<file path="config.mk">
export PLATFORM = sky130hd
export DESIGN_NAME = sram_controller_flat
export DESIGN_NICKNAME = d
export VERILOG_FILES = /design/src/rtl/sram_controller_pkg.sv /design/src/rtl/sram_controller_if.sv /design/src/rtl/sram_controller_phase_counter.sv /design/src/rtl/sram_controller.sv /design/src/flat_wrapper.sv
export SDC_FILE = /design/constraint.sdc
export NUM_CORES = 1
export LEC_CHECK = 0
export CORE_MARGIN = 3
export CORE_UTILIZATION = 43
export CTS_BUF_LIST = sky130_fd_sc_hd__clkbuf_16
export DETAILED_ROUTE_END_ITERATION = 8
export PLACE_DENSITY = 0.86
export REMOVE_ABC_BUFFERS = 1
export SLEW_MARGIN = 20
export SYNTH_ARGS = -nofsm -noshare
export SYNTH_HDL_FRONTEND = slang
export SYNTH_SLANG_ARGS = --single-unit
export TNS_END_PERCENT = 30
</file>
<file path="constraint.sdc">
create_clock -name clk -period 2.4 [get_ports clk]
set_clock_uncertainty 0.15 [all_clocks]
set_input_delay 0.48 -clock clk [delete_from_list [all_inputs] [get_ports clk]]
set_output_delay 0.48 -clock clk [all_outputs]
set_load 0.01 [all_outputs]
</file>
<file path="src/rtl/sram_controller_pkg.sv">
// Shared types and constants for the 16-bit SRAM bridge.
package sram_ctrl_pkg;

  localparam int          HALF_W            = 16;
  localparam logic [31:0] DEFAULT_BASE_ADDR = 32'd1024;

  typedef enum logic [1:0] {
    ST_IDLE = 2'd0,
    ST_LOW  = 2'd1,
    ST_HIGH = 2'd2,
    ST_DONE = 2'd3
  } state_t;

endpackage

</file>
<file path="src/rtl/sram_controller_if.sv">
// Pipeline-side request bus plus SRAM pins for the word-to-halfword bridge.
interface sram_controller_if #(
  parameter int SA_W = 7
);
  import sram_ctrl_pkg::*;

  // Request is "valid" while mem_read|mem_write is high; the source must hold
  // it unchanged until it samples ready=1 on a clock edge, which retires it.
  logic              mem_read;
  logic              mem_write;
  logic [31:0]       address;
  logic [31:0]       data;
  logic [31:0]       mem_result;
  logic              ready;
  logic [SA_W-1:0]   sram_addr;
  logic [HALF_W-1:0] sram_dq_out;
  logic [HALF_W-1:0] sram_dq_in;
  logic              sram_we_n;
  logic              sram_oe_n;

  // master = pipeline plus SRAM device; slave = the controller.
  modport master (
    output mem_read, mem_write, address, data, sram_dq_in,
    input  mem_result, ready, sram_addr, sram_dq_out, sram_we_n, sram_oe_n
  );

  modport slave (
    input  mem_read, mem_write, address, data, sram_dq_in,
    output mem_result, ready, sram_addr, sram_dq_out, sram_we_n, sram_oe_n
  );

endinterface

</file>
<file path="src/rtl/sram_controller_phase_counter.sv">
// Modulo-WAIT_CYCLES counter timing each halfword phase; o_last flags the final cycle.
module phase_counter #(
  parameter int WAIT_CYCLES = 2
) (
  input  logic clk,
  input  logic rst,
  input  logic i_clear,
  input  logic i_enable,
  output logic o_last
);

  localparam int CW = (WAIT_CYCLES > 1) ? $clog2(WAIT_CYCLES) : 1;

  logic [CW-1:0] r_cnt;

  assign o_last = (r_cnt == CW'(WAIT_CYCLES - 1));

  always_ff @(posedge clk) begin
    if (!rst) begin
      r_cnt <= '0;
    end else if (i_clear) begin
      r_cnt <= '0;
    end else if (i_enable) begin
      r_cnt <= o_last ? '0 : r_cnt + CW'(1);
    end
  end

endmodule

</file>
<file path="src/rtl/sram_controller.sv">
// Splits each 32-bit MEM-stage access into two WAIT_CYCLES-long halfword SRAM phases.
module sram_controller
  import sram_ctrl_pkg::*;
#(
  parameter logic [31:0] BASE_ADDR   = DEFAULT_BASE_ADDR,
  parameter int          DEPTH_WORDS = 64,
  parameter int          WAIT_CYCLES = 2
) (
  input  logic              clk,
  input  logic              rst,
  sram_controller_if.slave  bus,
  output state_t            o_state
);

  localparam int IDX_W = $clog2(DEPTH_WORDS);

  state_t             r_state;
  state_t             w_next;
  logic               r_is_write;
  logic [IDX_W-1:0]   r_idx;
  logic [31:0]        r_data;
  logic [31:0]        r_buf;

  logic               w_req;
  logic               w_last;
  logic               w_clear;
  logic               w_enable;
  logic [31:0]        w_off;
  logic               w_unused_off;
  logic               w_ready;
  logic [31:0]        w_result;
  logic [IDX_W:0]     w_sram_addr;
  logic [HALF_W-1:0]  w_dq_out;
  logic               w_we_n;
  logic               w_oe_n;

  assign w_req        = bus.mem_read | bus.mem_write;
  assign w_off        = bus.address - BASE_ADDR;
  assign w_unused_off = ^{w_off[31:IDX_W+2], w_off[1:0]};

  phase_counter #(.WAIT_CYCLES(WAIT_CYCLES)) u_phase_counter (
    .clk      (clk),
    .rst      (rst),
    .i_clear  (w_clear),
    .i_enable (w_enable),
    .o_last   (w_last)
  );

  always_ff @(posedge clk) begin
    if (!rst) begin
      r_state    <= ST_IDLE;
      r_is_write <= 1'b0;
      r_idx      <= '0;
      r_data     <= '0;
      r_buf      <= '0;
    end else begin
      r_state <= w_next;
      if (r_state == ST_IDLE && w_req) begin
        r_is_write <= bus.mem_write;
        r_idx      <= w_off[IDX_W+1:2];
        r_data     <= bus.data;
      end
      if (!r_is_write && w_last) begin
        if (r_state == ST_LOW)  r_buf[HALF_W-1:0]        <= bus.sram_dq_in;
        if (r_state == ST_HIGH) r_buf[2*HALF_W-1:HALF_W] <= bus.sram_dq_in;
      end
    end
  end

  always_comb begin
    w_next      = r_state;
    w_clear     = 1'b0;
    w_enable    = 1'b0;
    w_ready     = 1'b0;
    w_result    = '0;
    w_sram_addr = '0;
    w_dq_out    = '0;
    w_we_n      = 1'b1;
    w_oe_n      = 1'b1;
    case (r_state)
      ST_IDLE: begin
        w_clear = 1'b1;
        w_ready = !w_req;
        if (w_req) w_next = ST_LOW;
      end
      ST_LOW, ST_HIGH: begin
        w_enable    = 1'b1;
        w_sram_addr = {r_idx, (r_state == ST_HIGH)};
        if (r_is_write) begin
          w_we_n   = 1'b0;
          w_dq_out = (r_state == ST_HIGH) ? r_data[2*HALF_W-1:HALF_W] : r_data[HALF_W-1:0];
        end else begin
          w_oe_n = 1'b0;
        end
        if (w_last) w_next = (r_state == ST_HIGH) ? ST_DONE : ST_LOW;
        if (w_last && r_state == ST_LOW) w_next = ST_HIGH;
      end
      ST_DONE: begin
        w_clear = 1'b1;
        w_ready = 1'b1;
        if (!r_is_write) w_result = r_buf;
        w_next  = ST_IDLE;
      end
      default: w_next = ST_IDLE;
    endcase
    // Reset aborts immediately: the edge that applies it must not strobe the SRAM.
    if (!rst) begin
      w_result    = '0;
      w_sram_addr = '0;
      w_dq_out    = '0;
      w_we_n      = 1'b1;
      w_oe_n      = 1'b1;
    end
  end

  assign bus.ready       = w_ready;
  assign bus.mem_result  = w_result;
  assign bus.sram_addr   = w_sram_addr;
  assign bus.sram_dq_out = w_dq_out;
  assign bus.sram_we_n   = w_we_n;
  assign bus.sram_oe_n   = w_oe_n;
  assign o_state         = r_state;

endmodule

</file>
<file path="src/flat_wrapper.sv">
// flat-port wrapper written by rule: the top's interface ports become plain ports
module sram_controller_flat import sram_ctrl_pkg::*;
#(
  parameter logic [31:0] BASE_ADDR   = DEFAULT_BASE_ADDR,
  parameter int          DEPTH_WORDS = 64,
  parameter int          WAIT_CYCLES = 2
)
  (clk, rst, o_state, bus_mem_read, bus_mem_write, bus_address, bus_data, bus_sram_dq_in, bus_mem_result, bus_ready, bus_sram_addr, bus_sram_dq_out, bus_sram_we_n, bus_sram_oe_n);
  sram_controller_if #(.SA_W(7)) bus_i ();
  input  logic clk;
  input  logic rst;
  output state_t o_state;
  input wire logic [$bits(bus_i.mem_read)-1:0] bus_mem_read;
  input wire logic [$bits(bus_i.mem_write)-1:0] bus_mem_write;
  input wire logic [$bits(bus_i.address)-1:0] bus_address;
  input wire logic [$bits(bus_i.data)-1:0] bus_data;
  input wire logic [$bits(bus_i.sram_dq_in)-1:0] bus_sram_dq_in;
  output wire logic [$bits(bus_i.mem_result)-1:0] bus_mem_result;
  output wire logic [$bits(bus_i.ready)-1:0] bus_ready;
  output wire logic [$bits(bus_i.sram_addr)-1:0] bus_sram_addr;
  output wire logic [$bits(bus_i.sram_dq_out)-1:0] bus_sram_dq_out;
  output wire logic [$bits(bus_i.sram_we_n)-1:0] bus_sram_we_n;
  output wire logic [$bits(bus_i.sram_oe_n)-1:0] bus_sram_oe_n;
  assign bus_i.mem_read = bus_mem_read;
  assign bus_i.mem_write = bus_mem_write;
  assign bus_i.address = bus_address;
  assign bus_i.data = bus_data;
  assign bus_i.sram_dq_in = bus_sram_dq_in;
  assign bus_mem_result = bus_i.mem_result;
  assign bus_ready = bus_i.ready;
  assign bus_sram_addr = bus_i.sram_addr;
  assign bus_sram_dq_out = bus_i.sram_dq_out;
  assign bus_sram_we_n = bus_i.sram_we_n;
  assign bus_sram_oe_n = bus_i.sram_oe_n;
  sram_controller #(.BASE_ADDR(BASE_ADDR), .DEPTH_WORDS(DEPTH_WORDS), .WAIT_CYCLES(WAIT_CYCLES)) u_core (.clk(clk), .rst(rst), .bus(bus_i), .o_state(o_state));
endmodule
</file>
==> out/metrics.cfg, run 1 <==
[die]
num_io_pins=144
die_h_um=96.54
initial_core_util=0.4491
die_w_um=96.54
dieArea_sq_um=9319
row_count=32
core_sq_um=7848

[cts]
cts-root-buf=clkbuf_16
cts_buffers=9
cts_hold_buf=0
clk-insertion-delay-late_ns=0.32
tritoncts=yes
clock-sinks=74
cts_buffer_depth=2
clkTransAtPathRegs_ns=0.06
h-tree-depth=3

[finish]
n_antenna_cell=0
nNetsFinal=639
drive_above_1_share=0.1895
finalInstanceArea_sq_um=5144
fill_cells=662
syn_to_final_growth_pct=45.94
post-route-util=0.6555

[synth]
synth_top_area_frac=0.4203
synthTopCellsByArea=dfxtp_1 42%, nand2_1 16%, a21boi_0 6.6%, a21boi_1 6.4%, and2_1 5.9%
synth-main-ff-cell=dfxtp_1
yosysTopAreaCell=dfxtp_1
yosysWarningCount=0
synth_cell_types=29
syn-cell-area_sq_um=3525
synth_seq_cells=74
synth_enable_flop_cells=0
ys_seq_area_frac=0.4203
synthTopCellsByCount=146 x nand2_1, 74 x dfxtp_1, 33 x and2_1, 31 x a21boi_0, 30 x a21boi_1
syn_inst=424
syn_area_per_cell_sq_um=8.313
async_flop_share=0
yosysMostFrequentCell=nand2_1

[placed_design]
placed_area_sq_um=4827
dp_hpwl_um=6035
place.gp.congestion=0.8002
dp_slack_ns=-0.002000
portBuffers=117

[sta]
holdWs_ns=0.2963
rsz0062_at_grt=yes
finalSetupViolations=0
finalHoldViolCount=0
relSlewSlack=0.5709
finalCritPeriodShare=0.9906
fin_ws_ns=0.02253
max_freq_ghz=0.4206
slew_violations=0
fin_crit_ns=2.377
worstMarginPinSlew_ns=0.6436

[detailed_routing]
drc=0
drtIter0Drc=119
firstDrtPassIters=4
totalWireLength_um=9058
wl_per_cell_um=13.81
via_count=3203
viasPerCell=4.883
ant_nets=0

[power]
p_per_area_nw_per_um2=643.5
p_leak_uw=0.002073
ir_worst_vdd_uv=354.9

[global_routing]
antenna_found_initial=0
grt_overflow=0
grt_first_pass_wirelength_um=14170
grt_usage=0.1935
grt_max_degree=39
grt_pass1_vias=3016

[setup_path]
cp_slowest_cell=dfxtp_2
worstSetupEndpointType=primary output
path_buf_inv=4
cpPeakStageDelay_ns=0.33
arrival_ns=1.75
crit_fanout=6
cp.required_ns=1.77
crit_top_cell=buf_4
path_class=flip-flop to primary output
start_kind=flip-flop
cp_top_family=buffers and inverters
path_cells=buf_4, ha_4, buf_16, buf_4, mux2i_1, nor2_1, dlygate4sd2_1

[flow_run]
max-cap-violations=0

[status]
outcome=complete, no violations

[worst_hold_path]
hp-class=flip-flop to flip-flop

## flip-flops by register name (all words and copies together) (netlist names)
register and count:
u_core.r_data 32, u_core.r_idx 6, u_core.r_buf 32, u_core.r_is_write 1
u_core.o_state 2, u_core.u_phase_counter.o_last 1
## worst paths after layout
check                     from  cells after the start  slack (ns)                   to
min reg2reg   u_core.r_buf[10]                      2        0.30     u_core.r_buf[10]
max          u_core.o_state[1]                      7        0.02  bus_sram_dq_out[15]
max reg2reg  u_core.o_state[1]                      6        0.46      u_core.r_buf[2]
min           u_core.r_buf[10]                      2        0.30     u_core.r_buf[10]
## worst min-delay path: stages (launching register included)
cell      delay [ns]
dfxtp_1         0.30
nand2_1         0.05
a21boi_1        0.05
## metal layers
metal / global-route usage / routed length [um] / vias to the layer above
li1: - / - / 1616
met3: 0.05112 / 765 / 8
met1: 0.2333 / 3924 / 1470
met4: 0.05958 / 79 / 0
met2: 0.3362 / 4288 / 109
met5: 0 / 0 / -
## cells in the final DEF (no fill, tap or decap), types with 2 or more instances in the layout
cell type        netlist  final
a21boi_1              30     30
buf_4                  9     19
buf_16                 0      2
and3b_1                2      2
buf_12                 0      5
dfxtp_1               74     72
and3_1                 6      6
nor2_1                19     18
a21boi_2              10     10
inv_1                  2      2
clkinv_1               0      2
mux2i_1               18     16
clkdlybuf4s15_2        0      9
clkdlybuf4s50_1        0     59
clkdlybuf4s15_1        0      3
and2_1                33     33
nand2_1              146    145
ha_1                   6      3
dfxtp_2                0      2
bufinv_16              0      2
clkbuf_16              0      9
ha_4                   0      2
buf_2                  4      9
nand3b_2               2      2
a21oi_1                3      3
buf_6                  6      2
nand3_1                2      2
clkbuf_2               0     20
dlygate4sd2_1          0     17
a21boi_0              31     31
## cell type report
class	count	area (sq um)	area share
Inverter	2	7.507	0.001459
Clock inverter	7	85.08	0.01654
Timing Repair Buffer	145	1336	0.2598
Clock buffer	9	225.2	0.04378
Multi-Input combinational cell	317	1878	0.3651
Sequential cell	74	1484	0.2885
Tap cell	102	127.6	0.02481
## cells by family (layout without fill, tap and decap cells)
logic type	count (synthesis)	count (layout)	synth area share
AO/OA/AOI/OAI	76	76	0.1711
XOR/XNOR	1	1	0.002485
multiplexers	18	18	0.05112
flip-flops	74	74	0.4203
AND/OR/NAND/NOR	216	216	0.2716
adder cells (fa/ha/maj)	6	6	0.02130
buffers and inverters	33	163	0.06212
## metrics by stage
stage | total power (uW) | setup TNS (ns) | std cells
floorplan | 1637 | 0 | 393
global placement | 1912 | 0 | 633
detailed placement | 1936 | -0.002000 | 633
CTS | 3335 | -0.1083 | 656
global route | 3447 | -0.1625 | 656
finish | 3310 | 0 | 656
## where the power goes
group	total [uW]	switching, uW	internal, uW
clock network	1380	486	898
logic	558	270	288
registers	1370	51.1	1320
total	3310	807	2500
## repair_timing
action | in CTS | in global routing
pin swaps | 2 | 2
setup buffers | 5 | 0
resized for setup | 125 | 34
setup endpoints to repair | 57 | 39
cloned | 2 | 0
Note: power is estimated with default switching activity, not from simulation.
==> run 2: changes to the inputs <==
SLEW_MARGIN = unset   (was 20)
==> results of run 2 <==
Same layout as run 1: the final DEF is identical, and so are final timing and power.
